[src/rtl/out_drain_unit.sv]
// ---------------------------------------------------------------------------
// out_drain_unit
//
// Purpose:
//   Drains result rows from the output BRAM read port and serializes each
//   row (PE_COUNT lanes of DATA_WIDTH bits) onto a valid/ready word stream,
//   lane 0 first. A job starts with a one-cycle start pulse that carries a
//   base row address and a row count. Row addresses wrap modulo
//   2^ADDR_WIDTH. A zero-row job produces only a done pulse.
//
// Ports:
//   clk              : single clock
//   rst              : synchronous, active-high reset
//   start            : launch pulse, sampled only while idle
//   base_addr        : first row address, sampled with start
//   row_count        : rows to drain (0 .. 2^ADDR_WIDTH), sampled with start
//   busy             : job in progress
//   done             : one-cycle pulse at job end
//   bram_out_rd_en   : BRAM read enable (one cycle per row)
//   bram_out_rd_addr : BRAM read address
//   bram_out_rd_din  : BRAM read data, valid one cycle after rd_en
//   m_data           : stream word
//   m_valid          : stream valid
//   m_ready          : stream ready
//   m_last           : final word of the job
// ---------------------------------------------------------------------------
module out_drain_unit #(
  parameter int unsigned PE_COUNT   = 4,
  parameter int unsigned DATA_WIDTH = 32,
  parameter int unsigned ADDR_WIDTH = 10
) (
  input  logic                           clk,
  input  logic                           rst,
  input  logic                           start,
  input  logic [ADDR_WIDTH-1:0]          base_addr,
  input  logic [ADDR_WIDTH:0]            row_count,
  output logic                           busy,
  output logic                           done,
  output logic                           bram_out_rd_en,
  output logic [ADDR_WIDTH-1:0]          bram_out_rd_addr,
  input  logic [PE_COUNT*DATA_WIDTH-1:0] bram_out_rd_din,
  output logic [DATA_WIDTH-1:0]          m_data,
  output logic                           m_valid,
  input  logic                           m_ready,
  output logic                           m_last
);

  localparam int unsigned LANE_W = (PE_COUNT > 1) ? $clog2(PE_COUNT) : 1;
  localparam logic [LANE_W-1:0] LAST_LANE = LANE_W'(PE_COUNT - 1);

  typedef enum logic [1:0] {
    S_IDLE,
    S_RD,
    S_CAP,
    S_SEND
  } state_e;

  state_e                               state_q, state_d;
  logic [ADDR_WIDTH-1:0]                addr_q,  addr_d;
  logic [ADDR_WIDTH:0]                  rows_q,  rows_d;
  logic [LANE_W-1:0]                    lane_q,  lane_d;
  logic [PE_COUNT-1:0][DATA_WIDTH-1:0]  row_q,   row_d;
  logic                                 done_q,  done_d;

  logic last_lane;
  assign last_lane = (lane_q == LAST_LANE);

  // -------------------------------------------------------------------------
  // State and datapath registers
  // -------------------------------------------------------------------------
  always_ff @(posedge clk) begin
    if (rst) begin
      state_q <= S_IDLE;
      addr_q  <= '0;
      rows_q  <= '0;
      lane_q  <= '0;
      row_q   <= '0;
      done_q  <= 1'b0;
    end else begin
      state_q <= state_d;
      addr_q  <= addr_d;
      rows_q  <= rows_d;
      lane_q  <= lane_d;
      row_q   <= row_d;
      done_q  <= done_d;
    end
  end

  // -------------------------------------------------------------------------
  // Next state and datapath updates
  // -------------------------------------------------------------------------
  always_comb begin
    state_d = state_q;
    addr_d  = addr_q;
    rows_d  = rows_q;
    lane_d  = lane_q;
    row_d   = row_q;
    done_d  = 1'b0;

    unique case (state_q)
      S_IDLE: begin
        if (start) begin
          if (row_count != '0) begin
            addr_d  = base_addr;
            rows_d  = row_count;
            state_d = S_RD;
          end else begin
            // Empty job: acknowledge without touching the BRAM.
            done_d = 1'b1;
          end
        end
      end

      S_RD: begin
        state_d = S_CAP;
      end

      S_CAP: begin
        row_d   = bram_out_rd_din;
        lane_d  = '0;
        state_d = S_SEND;
      end

      S_SEND: begin
        if (m_ready) begin
          if (last_lane) begin
            if (rows_q > (ADDR_WIDTH+1)'(1)) begin
              rows_d  = rows_q - (ADDR_WIDTH+1)'(1);
              // Natural overflow gives the modulo-2^ADDR_WIDTH wrap.
              addr_d  = addr_q + ADDR_WIDTH'(1);
              state_d = S_RD;
            end else begin
              state_d = S_IDLE;
              done_d  = 1'b1;
            end
          end else begin
            lane_d = lane_q + LANE_W'(1);
          end
        end
      end

      default: begin
        state_d = S_IDLE;
      end
    endcase
  end

  // -------------------------------------------------------------------------
  // Outputs, decoded from registered state only (no m_ready feed-through)
  // -------------------------------------------------------------------------
  always_comb begin
    busy             = (state_q != S_IDLE);
    done             = done_q;
    bram_out_rd_en   = (state_q == S_RD);
    bram_out_rd_addr = (state_q == S_RD) ? addr_q : '0;
    m_valid          = (state_q == S_SEND);
    m_data           = (state_q == S_SEND) ? row_q[lane_q] : '0;
    m_last           = (state_q == S_SEND) && (rows_q == (ADDR_WIDTH+1)'(1))
                       && last_lane;
  end

endmodule

[config.mk]
export PLATFORM = sky130hd
export DESIGN_NAME = out_drain_unit
export DESIGN_NICKNAME = d
export VERILOG_FILES = /design/src/rtl/out_drain_unit.sv
export SDC_FILE = /design/constraint.sdc
export NUM_CORES = 1
export LEC_CHECK = 0
export CAP_MARGIN = 20
export CORE_ASPECT_RATIO = 0.7
export CORE_MARGIN = 3
export CORE_UTILIZATION = 49
export CTS_CLUSTER_SIZE = 12
export DETAILED_ROUTE_END_ITERATION = 16
export GPL_TIMING_DRIVEN = 0
export PLACE_DENSITY_LB_ADDON = 0.2
export SETUP_SLACK_MARGIN = 0.3
export SYNTH_ARGS = -nofsm -noshare
export SYNTH_HDL_FRONTEND = slang
export SYNTH_SLANG_ARGS = --single-unit
[constraint.sdc]
create_clock -name clk -period 2.59 [get_ports clk]
set_clock_uncertainty 0.1 [all_clocks]
set_input_delay 0.3885 -clock clk [delete_from_list [all_inputs] [get_ports clk]]
set_output_delay 0.3885 -clock clk [all_outputs]
set_load 0.01 [all_outputs]
; Word level (Yosys, flattened, before mapping)
; Cells that the tools add are included.
[op_classes]
add_sub_neg = 3
mul = 0
div = 0
magnitude_cmp = 2
n_eq_ne = 11
shifts = 0
n_mux = 31
bitwise = 0
n_reduce_logical = 10
[op_table]
columns = cell, n
row1 = binary-select mux 32 bit (select 2 bit), 1
row2 = two-way mux 32 bit, 2
row3 = two-way mux 10 bit, 6
row4 = two-way mux 11 bit, 5
row5 = one-hot mux 11 bit (2 select lines), 1
row6 = one-hot mux 10 bit (2 select lines), 1
row7 = two-way mux 2 bit, 6
row8 = == test 11 x 1 -> 1 bit (second input constant), 1
row9 = > comparator 11 x 1 -> 1 bit (second input constant), 1
row10 = nonzero test 11 bit, 1
row11 = subtractor 11 x 1 -> 11 bit (second input constant), 1
row12 = adder 10 x 1 -> 10 bit (second input constant), 1
row13 = one-hot mux 2 bit (4 select lines), 1
row14 = == test 2 bit (second input constant), 3
row15 = two-way mux 1 bit, 6
row16 = inequality test 2 x 1 -> 1 bit (second input constant), 3
row17 = inequality test 2 bit (second input constant), 3
row18 = AND reduction 6 bit, 1
row19 = nonzero test 2 bit, 3
row20 = one-hot mux 2 bit (2 select lines), 1
row21 = AND reduction 4 bit, 1
row22 = less-than comparator 2 x 3 -> 1 bit (second input constant), 1
row23 = AND reduction 3 bit, 1
row24 = adder 2 x 1 -> 2 bit (second input constant), 1
row25 = 4 further kinds, 5
[word_totals]
reg_bits = 154
latchBits = 0
ram_bits = 0
rom_bits = 0
input_bits = 153
wordCells = 66
memories = 0

; Logic depth before layout (Yosys ltp)
; Gate-level depths: netlist of run 1.
[depth]
word_depth = 5
ltp_mapped = 8
ltp_nobuf = 7

; Least setup slack after synthesis of run 1
; Ideal clock, no wire load.
[synth_path]
kind = flip-flop to output port
start = register lane_q[1]
end = output port m_data[10]
arrival_time_ps = 1606
required_ps = 2102
setup_slack_ps = 495
path_stages_with_launch = 5
n_path_buf = 2
path_cell_list = dfxtp_1 clkbuf_1 buf_2 mux4_2 and2_1
[synth_via]
elab_chain_len = 3
[synth_rtl]
columns = item, line
row1 = start: declaration, 61  ; logic [LANE_W-1:0] lane_q, lane_d;
row2 = start signal: assignment, 83  ; lane_q <= lane_d;
row3 = binary-select mux 32 bit (select 2 bit), 157  ; m_data = (state_q == S_SEND) ? row_q[lane_q] : '0;
row4 = two-way mux 32 bit (implied by the code), 157
row5 = two-way mux 32 bit, 157
row6 = end: declaration, 42  ; output logic [DATA_WIDTH-1:0] m_data,
; Every way passes these cells. The select of a mux whose other input is x is not followed.

; Final worst setup path of run 1
[layout_path]
start = register lane_q[1]
end = output port m_data[11]
; The elaborated chain is that of the path after synthesis.

==> key figures, run 1 <==
Logic synthesis
  – Post-synthesis cell type count: 58
  – Post-synthesis mux area share: 27.79%
  – Yosys reg bits: 154
  – Post-Synth Simple-Gate Area: 16.28%
  – Post-synth top area share: 42.17%
  – Largest family of logic cells by synthesized area: multiplexers
  – Post-Synth XOR/XNOR Area: 0.5990%
  – Synth warnings: 0
  – Most used flip-flop cell after synthesis: dfxtp_1
  – Syn_area_per_cell: 10.25 µm²
  – Asr flop ratio synth: 0%
  – Largest area contributor in the synthesized netlist: dfxtp_1
  – Synth Area in Compound Gates: 7.702%
  – Ranking of synthesized cells by area: dfxtp_1, mux2i_1, mux4_2
  – Adder and majority gate portion of the synthesized area: 1.540%
  – Syn nets: 875
  – Sequential share of the synthesized area: 42.17%
  – Cells after Synth: 713
  – Post-synthesis cell area: 7311 µm²
  – EDFF count, synth: 0

Floorplanning
  – Core Box Area: 14,230 µm²
  – Die ar.: 16,450 µm²
  – Die Ht: 108.2 µm
  – Die width: 152.0 µm
  – Initial Util: 51.36%
  – # IOs: 200
  – Row count: 36

CTS
  – Clk root buf: clkbuf_16
  – TritonCTS clock tree: done
  – H-tree depth: 4
  – Clock Latency Late Sink: 0.42 ns
  – Clk sinks: 154
  – Longest Clk Path Bufs: 2
  – Clock Pin Slew Worst Setup and Hold Paths: 0.07 ns
  – TritonCTS Buffers: 17

STA
  – FMAX: 411.1 MHz
  – Endpoints failing setup: 0
  – Total Neg Setup Slack: 0 ns
  – Final hold vios: 0
  – Period utilisation layout: 93.91%
  – Fin. max-slew vios: 0
  – RSZ-0062 raised after global routing: yes
  – Slew HR: 40.90%
  – Setup ws final: 0.1578 ns
  – Minimum clock period: 2.432 ns
  – Worst-margin pin slew: 0.8865 ns

Power and ir drop
  – Sw power: 3365 µW
  – Total Power Consumption: 9543 µW
  – Maximum VDD drop: 0.5398 mV
  – Clock network fraction of design power: 27.4%
  – Pwr Density: 885.5 nW/µm²
  – Int Pwr: 6178 µW
  – Sw Ratio: 35.26%
  – Combinational power share: 37.9%
  – Pleak: 0.004037 µW
  – Seq pwr share: 34.7%

Critical path
  – Crit-path leading delay family: buffers and inverters
  – Crit-path cells: clkbuf_16 -> buf_12 -> buf_16 -> mux4_2 -> and2_1 -> buf_2
  – Worst r2r src: state_q[0]
  – Worst path max stage delay: 0.49 ns
  – Critical path buffer and inverter count: 4
  – CP max FO: 7
  – Worst Path Class, Setup: reg2out
  – Crit path from: lane_q[1]
  – Critical R2R Capture: rows_q[0]
  – Reg2Reg Setup Slack: 0.31 ns
  – Startpoint types: register
  – Crit path required time: 2.10 ns
  – Worst R2R Path Depth: 8
  – CP Capture Type: primary output
  – Crit-path slowest cell: mux4_2
  – Worst EP arrival: 1.94 ns

Run
  – Max Cap Viol: 0

Finish
  – Reg area: 3092 µm²
  – Multi-input combinational cell area: 4094 µm²
  – Post-Layout Inst Area: 10,780 µm²
  – Nets: 1,113
  – Fillers: 944
  – Area Growth Syn to Fin: 47.41%
  – Diodes inserted: 0
  – Share of cells above drive strength 1: 21.37%

Placed design
  – Hpwl dp: 16,660 µm
  – DP Area: 9530 µm²
  – GP Congestion: 0.9844
  – Setup WS pre-CTS: -0.4923 ns
  – Port Buf Inserts: 198

Global route
  – Total gr overflow: 0
  – First-pass GRT wire length: 35,940 µm
  – Largest net degree at the start of global routing: 17
  – Number of global-route vias before repair: 6,491
  – Gr usage total: 28.03%
  – Initial antenna violation count: 0

Detailed routing
  – Vias per inst: 5.710
  – Drt first-iter violations: 493
  – Vias after detailed routing: 6,589
  – DRT antenna net count: 0
  – Final wirelength: 23,650 µm
  – DRC viols: 0
  – Avg WL per Cell: 20.49 µm
  – Drt pass-1 iters: 5

Worst hold path
  – Type of the worst min-delay path: reg2reg
  – WHS Endpoint: row_q[32]
  – Worst Hold Depth: 2
  – Hold Startpoint: row_q[32]

Run status
  – Status: finished, final reports clean
final cells by class:
| class | instances | area share, % |
|---|---|---|
| clock buffer | 18 | 4.075 |
| clock inverter | 14 | 1.707 |
| sequential | 154 | 28.69 |
| buffer | 55 | 3.855 |
| inverter | 10 | 0.3715 |
| multi-input combinational | 494 | 37.99 |
| timing repair buffer | 219 | 21.11 |
| tap | 190 | 2.206 |
flip-flops by register name, indices dropped and copies added, names as in the netlist:
register and flops:
rows_q 11, done 1, row_q 128, addr_q 10, lane_q 2, state_q 2
tightest hold or removal path, stage by stage (launching register included):
cell and delay, ns:
dfxtp_1 0.32, mux2i_1 0.06, nor2_1 0.07
placed cells by master (no fill, tap or decap), types with 5 or more instances in the layout:
cell             instances
nand2b_1                 8
buf_6                   34
nand3_1                  5
and2_1                  13
mux2i_1                131
and2_4                  29
clkbuf_8                 7
clkbuf_16               19
nand2_1                 11
a21oi_1                 17
inv_6                    5
nor2_1                 143
mux4_2                  32
buf_2                   15
clkbuf_1                22
o32ai_1                  8
dfxtp_1                151
buf_12                   5
a211oi_1                 8
buf_4                   15
inv_1                    9
nor3_1                   6
ha_1                     6
clkdlybuf4s50_1        160
power groups by stage:
stage               combinational [µW]  clock (µW)  sequential (µW)
floorplan                         2360           0             3200
global placement                  3200           0             3280
detailed placement                3300           0             3320
CTS                               3410        2640             3290
global route                      3870        2730             3370
finish                            3610        2620             3310
worst max path at each step:
stage	end	slack, ns	cells after the start
5_1_grt	m_data[22]	0.10	6
2_1_floorplan	m_data[10]	0.50	4
3_3_place_gp	m_data[29]	-0.46	6
4_1_cts	m_data[11]	0.14	6
3_5_place_dp	m_data[29]	-0.49	6
6_report	m_data[11]	0.16	6
logic make-up (layout without fill, tap and decap cells):
group | count (synthesis) | in the layout
compound gates | 70 | 70
xor+xnor | 5 | 5
fa+ha+maj | 9 | 9
buf+inv | 65 | 316
flops | 154 | 154
mux | 163 | 163
simple gates | 247 | 247
metal layers:
metal	routed length (µm)	track usage [%]	vias up	part of all wire (%)
li1	-	-	3018	-
met1	10460	39.27	3177	44
met2	10410	41.76	350	44
met3	2351	8.960	44	9.9
met4	417	8.339	0	1.8
met5	0	0	-	0
metrics by stage:
step	cells	hold WS [ns]	utilization [%]
2_1_floorplan	713	0.3546	-
3_5_place_dp	1101	0.3772	66.96
3_3_place_gp	1101	0.3669	66.96
6_report	1154	0.3881	75.71
4_1_cts	1145	0.3930	74.16
5_1_grt	1154	0.3990	75.71
timing repair:
action | CTS | global route
hold buffers | 0 | 0
endpoints found under the setup margin | 53 | 53
gates cloned | 3 | 0
buffers inserted | 9 | 9
pin swaps | 33 | 5
gates resized for setup | 237 | 40
synthesized netlist by cell type (3+ instances only):
cell      number
mux2i_1      131
buf_1          3
ha_1           9
a211oi_1       8
nor3b_1        4
nor2b_1        3
xor2_1         4
buf_2         16
or2_2          3
a21oi_1       17
mux4_2        32
o311ai_0       3
and2_1        42
o211ai_1       3
nand4_1        4
inv_1         10
nand2b_1       8
o32ai_1        8
o21ai_0        3
nor4_1         3
clkbuf_1      32
nand3_1        5
nor2_1       145
and3_1         3
nand2_1       11
nor3_1         6
o31ai_1        5
dfxtp_1      154
(Power assumes the default switching activity.)
==> run 2: changes to the inputs <==
--- a/config.mk
+++ b/config.mk
@@ -5,6 +5,7 @@
 export SDC_FILE = /design/constraint.sdc
 export NUM_CORES = 1
 export LEC_CHECK = 0
+export ABC_AREA = 0
 export CAP_MARGIN = 20
 export CORE_ASPECT_RATIO = 0.7
 export CORE_MARGIN = 3
==> constraint.sdc (replaced) <==
create_clock -name clk -period 2.25 [get_ports clk]
set_clock_uncertainty 0.1 [all_clocks]
set_input_delay 0.3375 -clock clk [delete_from_list [all_inputs] [get_ports clk]]
set_output_delay 0.3375 -clock clk [all_outputs]
set_load 0.01 [all_outputs]
==> run 2 against run 1 <==
The run now ends with setup timing left; via count is 6.6% higher; final cell count is 2.3% higher; die area stayed put; hold slack better by 0.0049 ns; global-route usage is 3.4 points higher; sequential share of layout area is 2.0 points lower; largest cell class unchanged.
==> key figures, run 2 (synthesis results as in run 1) <==
Finish
  – Fillers: 822 (-13%)
  – Most frequent cells in the layout: clkdlybuf4s50_1, dfxtp_1, nor2_1, mux2i_1, buf_6
  – Max reg flops: 128 (unchanged)
  – Top Registers: row_q (128), rows_q (11), addr_q (10)
  – Largest Register: row_q
  – Nets: 1,138 (+2.2%)
  – Post-Layout Inst Area: 11,600 µm² (+7.6%)
  – Multi-input combinational cell area: 4479 µm² (+9.4%)
  – Reg area: 3092 µm² (unchanged)
  – Final std cells w/o fill: 1,180 (+2.3%)
  – Most common cell after layout, fill and taps aside: clkdlybuf4s50_1
  – Share of cells above drive strength 1: 28.01% (+6.6 points)
  – Area Growth Syn to Fin: 58.62%

Global route
  – Initial antenna violation count: 0 (unchanged)
  – Total gr overflow: 0 (unchanged)
  – Gr usage total: 31.39% (+3.4 points)
  – Number of global-route vias before repair: 7,126 (+9.8%)
  – First-pass GRT wire length: 40,030 µm (+11%)
  – Largest net degree at the start of global routing: 17 (unchanged)

Worst hold path
  – Hold Startpoint: row_q[64]
  – Type of the worst min-delay path: reg2reg

Floorplanning
  – Row count: 36 (unchanged)
  – Die width: 152.0 µm (unchanged)
  – Die Ht: 108.2 µm (unchanged)
  – Core Box Area: 14,230 µm² (unchanged)
  – Initial Util: 51.36% (unchanged)
  – # IOs: 200 (unchanged)
  – Die ar.: 16,450 µm² (unchanged)

Placed design
  – GP Congestion: 0.9590 (-2.6%)
  – Setup WS pre-CTS: -0.7141 ns (-0.2218 ns)
  – Inst Count DP: 1,101 (unchanged)
  – Port Buf Inserts: 198 (unchanged)
  – Hpwl dp: 17,080 µm (+2.5%)
  – DP Area: 9544 µm² (+0.14%)

Run
  – Max Cap Viol: 0 (unchanged)

Power and ir drop
  – Pwr Density: 1097 nW/µm² (+24%)
  – Pleak: 0.004257 µW (+5.5%)
  – Maximum VDD drop: 0.6553 mV (+21%)

STA
  – Fin. max-slew vios: 0 (unchanged)
  – Period utilisation layout: 106.7%
  – FMAX: 416.6 MHz
  – Slew HR: 27.72% (-13 points)
  – Setup ws final: -0.1502 ns (-0.3080 ns)
  – Final hold vios: 0 (unchanged)
  – Minimum clock period: 2.400 ns
  – RSZ-0062 raised after global routing: yes
  – Worst-margin pin slew: 1.084 ns (+0.1977 ns)
  – Endpoints failing setup: 44 (+44)

CTS
  – TritonCTS clock tree: done
  – TritonCTS Buffers: 17 (unchanged)
  – Clock Latency Late Sink: 0.43 ns (about the same)
  – Clock Pin Slew Worst Setup and Hold Paths: 0.06 ns (about the same)
  – Longest Clk Path Bufs: 2 (unchanged)
  – Clk sinks: 154 (unchanged)
  – Clk root buf: clkbuf_16
  – H-tree depth: 4 (unchanged)

Detailed routing
  – Vias per inst: 5.955 (+4.3%)
  – Avg WL per Cell: 22.69 µm (+11%)
  – DRT antenna net count: 0 (unchanged)
  – Drt first-iter violations: 528 (+7.1%)
  – Vias after detailed routing: 7,027 (+6.6%)
  – Final wirelength: 26,770 µm (+13%)
  – Drt pass-1 iters: 5 (unchanged)
  – DRC viols: 0 (unchanged)

Critical path
  – Crit path from: lane_q[1]
  – Crit-path cells: clkbuf_16 -> buf_12 -> buf_16 -> mux4_2 -> and2_4 -> buf_6
  – Worst r2r src: state_q[0]
  – CP max FO: 7 (unchanged)
  – Worst EP arrival: 1.96 ns (+0.02 ns)
  – Crit path required time: 1.81 ns (-0.29 ns)
  – Critical path buffer and inverter count: 4 (unchanged)
  – Worst path max stage delay: 0.50 ns (about the same)
  – CP Capture Type: primary output
  – Crit-path slowest cell: mux4_2
  – Worst Path Class, Setup: reg2out
  – Startpoint types: register
  – Crit-path leading delay family: buffers and inverters

Run status
  – Failing checks: setup timing
  – Status: complete, but fails checks
-- run 2: changes by cell type in the layout (fill, tap and decap cells not counted), sizes merged --
cell           change
clkdlybuf4s15      +6
inv                +1
clkinvlp           +2
bufinv             -1
a221o              +1
dlymetal6s2s       -4
clkbuf             -2
diode              +1
clkinv             -2
buf               +32
clkdlybuf4s50      -8
-- run 2: metal layers --
| layer | track usage (%) | part of all wire [%] | up-vias | routed length [µm] |
|---|---|---|---|---|
| li1 | - | - | 3085 | - |
| met1 | 42.28 | 43 | 3497 | 11530 |
| met2 | 49.08 | 46 | 398 | 12420 |
| met3 | 7.880 | 9.0 | 47 | 2397 |
| met4 | 12.32 | 1.6 | 0 | 418 |
| met5 | 0 | 0 | - | 0 |
-- run 2: final cells by class --
cell class	count	area share, %
antenna	1	0.02158
buffer	55	5.006
clock buffer	18	3.787
clock inverter	14	1.381
inverter	10	0.4316
multi-input combinational	495	38.63
sequential	154	26.66
tap	190	2.050
timing repair buffer	243	22.03
-- run 2: timing repair --
action,in CTS,in global routing
hold buffers,0,0
setup buffers,25,13
cloned,7,1
setup endpoints to repair,177,175
pin swaps,61,23
gates resized for setup,347,93
-- run 2: worst min-delay path, cell delays in order (launching register included) --
cell     delay, ns
dfxtp_1       0.33
mux2i_1       0.06
nor2_1        0.07
-- run 2: power breakdown --
group / switching [µW] / total [µW] / internal [µW]
Combinational: 2930 / 5920 / 3000
Sequential: 518 / 3870 / 3350
Clock: 1250 / 2930 / 1690
-- run 2: path summary, 6_finish.rpt --
kind / depth (start not counted) / to / slack (ns)
setup / recovery: 6 / m_data[10] / -0.15
hold / removal: 2 / row_q[64] / 0.39
setup reg to reg: 10 / rows_q[7] / -0.08
hold reg to reg: 2 / row_q[64] / 0.39
-- run 2: per-stage QoR --
step	hold slack [ns]	util, %	TNS [ns]	power [µW]
floorplan	0.3546	-	0	6405
global placement	0.3674	67.05	-21.48	7481
detailed placement	0.3779	67.05	-21.49	7628
CTS	0.3925	78.23	-2.525	11740
global route	0.4214	81.45	-4.712	13180
finish	0.3930	81.47	-3.130	12720
==> run 3: changes to the inputs <==
--- a/config.mk
+++ b/config.mk
@@ -8,11 +8,11 @@
 export ABC_AREA = 0
 export CAP_MARGIN = 20
 export CORE_ASPECT_RATIO = 0.7
-export CORE_MARGIN = 3
 export CORE_UTILIZATION = 49
 export CTS_CLUSTER_SIZE = 12
 export DETAILED_ROUTE_END_ITERATION = 16
 export GPL_TIMING_DRIVEN = 0
+export MAX_ROUTING_LAYER = met4
 export PLACE_DENSITY_LB_ADDON = 0.2
 export SETUP_SLACK_MARGIN = 0.3
 export SYNTH_ARGS = -nofsm -noshare
==> run 3 against run 2 <==
Maximum frequency grew 1.5%; critical path depth stayed put; the flow still finishes with violations (setup timing); clock-buffer cell count unchanged; largest power group unchanged; critical path type unchanged; critical endpoint is now m_data[17]; sequential share of layout area grew 0.28 points; final cell count hardly changed; design area down 1.1%; clock power about the same; register-to-register slack improved by 0.07 ns; hold slack improved by 0.0016 ns.
==> key figures, run 3 (synthesis results as in run 1) <==
Run status
  – Status: complete, but fails checks
  – Failing checks: setup timing

STA
  – Setup ws final: -0.1148 ns (+0.03546 ns)
  – Slew HR: 22.63% (-5.1 points)
  – Endpoints failing setup: 37 (-16%)
  – Worst-margin pin slew: 1.160 ns (+0.07629 ns)
  – Period utilisation layout: 105.1% (-1.6 points)
  – FMAX: 422.9 MHz (+1.5%)
  – Minimum clock period: 2.365 ns (-0.03546 ns)
  – Final hold vios: 0 (unchanged)
  – Fin. max-slew vios: 0 (unchanged)
  – RSZ-0062 raised after global routing: yes

Floorplanning
  – Core Box Area: 14,230 µm² (unchanged)
  – Die ar.: 15,420 µm² (-6.2%)
  – # IOs: 200 (unchanged)
  – Die width: 148.0 µm (-2.6%)
  – Initial Util: 51.36% (unchanged)
  – Row count: 36 (unchanged)
  – Die Ht: 104.2 µm (-3.7%)

Power and ir drop
  – Pleak: 0.004249 µW (-0.19%)
  – Pwr Density: 1080 nW/µm² (-1.6%)
  – Clock network fraction of design power: 23.7% (+0.6 points)
  – Seq pwr share: 31.2% (+0.8 points)
  – Total Power Consumption: 12,390 µW (-2.6%)
  – Int Pwr: 7807 µW (-2.8%)
  – Sw power: 4584 µW (-2.3%)
  – Sw Ratio: 36.99% (+0.11 points)
  – Combinational power share: 45.1% (-1.5 points)
  – Maximum VDD drop: 0.5950 mV (-9.2%)

CTS
  – Clk sinks: 154 (unchanged)
  – Clock Pin Slew Worst Setup and Hold Paths: 0.06 ns (about the same)
  – TritonCTS clock tree: done
  – H-tree depth: 4 (unchanged)
  – Clock Latency Late Sink: 0.43 ns (about the same)
  – Clk root buf: clkbuf_16
  – TritonCTS Buffers: 17 (unchanged)
  – Longest Clk Path Bufs: 2 (unchanged)

Finish
  – Most frequent cells in the layout: clkdlybuf4s50_1, dfxtp_1, nor2_1, mux2i_1, buf_6
  – Most common cell after layout, fill and taps aside: clkdlybuf4s50_1
  – Top Registers: row_q (128), rows_q (11), addr_q (10)
  – Largest Register: row_q
  – Diodes inserted: 0 (-1)
  – Share of cells above drive strength 1: 29.06% (+1.1 points)
  – Area Growth Syn to Fin: 56.94%
  – Nets: 1,140 (+0.18%)
  – Max reg flops: 128 (unchanged)

Detailed routing
  – Drt pass-1 iters: 5 (unchanged)
  – Final wirelength: 26,000 µm (-2.9%)
  – Drt first-iter violations: 504 (-4.5%)
  – DRC viols: 0 (unchanged)
  – DRT antenna net count: 0 (unchanged)
  – Vias per inst: 5.862 (-1.6%)
  – Vias after detailed routing: 6,923 (-1.5%)
  – Avg WL per Cell: 22.02 µm (-3.0%)

Global route
  – Largest net degree at the start of global routing: 17 (unchanged)
  – Number of global-route vias before repair: 6,865 (-3.7%)
  – Initial antenna violation count: 0 (unchanged)
  – Gr usage total: 34.00% (+2.6 points)
  – First-pass GRT wire length: 38,310 µm (-4.3%)
  – Total gr overflow: 0 (unchanged)

Run
  – Max Cap Viol: 0 (unchanged)

Critical path
  – Worst Path Class, Setup: reg2out
  – Crit path required time: 1.81 ns (about the same)
  – Worst EP arrival: 1.93 ns (-0.03 ns)
  – CP max FO: 6 (-1)
  – Startpoint types: register
  – CP Capture Type: primary output

Placed design
  – Setup WS pre-CTS: -0.8178 ns (-0.1038 ns)
  – Hpwl dp: 16,840 µm (-1.4%)
  – Port Buf Inserts: 198 (unchanged)
  – GP Congestion: 0.9517 (-0.76%)

Worst hold path
  – Type of the worst min-delay path: reg2reg
run 3: metal layers:
layer | global-route usage (%) | vias up | part of all wire, %
met5 | - | - | 0
met4 | 9.647 | 0 | 1.4
met3 | 8.991 | 36 | 9.7
met2 | 49.20 | 423 | 45
met1 | 46.57 | 3390 | 44
li1 | - | 3074 | -
run 3: layout make-up:
class / count / area (µm²)
multi-input combinational: 494 / 4422
tap: 190 / 237.7
fill: 883 / 2760
timing repair buffer: 246 / 2586
clock buffer: 18 / 439.2
buffer: 55 / 488.0
inverter: 10 / 47.55
sequential: 154 / 3092
clock inverter: 14 / 161.4
run 3: worst max-delay path: stages (launching register included):
cell and delay (ns):
dfxtp_2 0.34, clkbuf_16 0.17, buf_12 0.13, buf_6 0.11, mux4_2 0.48, and2_4 0.15
buf_6 0.11
run 3: final timing paths:
check,startpoint,endpoint,slack (ns),depth (start not counted)
worst max-delay path,lane_q[1],m_data[17],-0.11,6
worst min-delay path,row_q[50],row_q[50],0.39,2
worst max register to register,state_q[1],addr_q[1],-0.01,11
worst min register to register,row_q[50],row_q[50],0.39,2
run 3: repair_timing:
item,in CTS,in global routing
pin swaps,59,24
buffers inserted,34,8
gates resized for setup,339,100
setup endpoints to repair,177,141
hold buffers,0,0
gates cloned,6,0
run 3: power groups by stage:
stage | Combinational [µW] | Sequential, µW | Clock [µW]
floorplan | 2720 | 3690 | 0
global placement | 3730 | 3790 | 0
detailed placement | 3810 | 3820 | 0
CTS | 4910 | 3800 | 2930
global route | 5830 | 3910 | 3080
finish | 5580 | 3860 | 2940
run 3: stage by stage:
step	hold slack, ns	instance area [µm²]	cells	setup TNS (ns)	util, %
finish	0.3946	11470	1181	-2.081	80.61
detailed placement	0.3777	9544	1101	-23.35	67.05
CTS	0.3955	11110	1173	-2.556	78.04
floorplan	0.3546	7325	713	0	-
global placement	0.3666	9544	1101	-22.24	67.05
global route	0.4079	11470	1181	-3.729	80.61
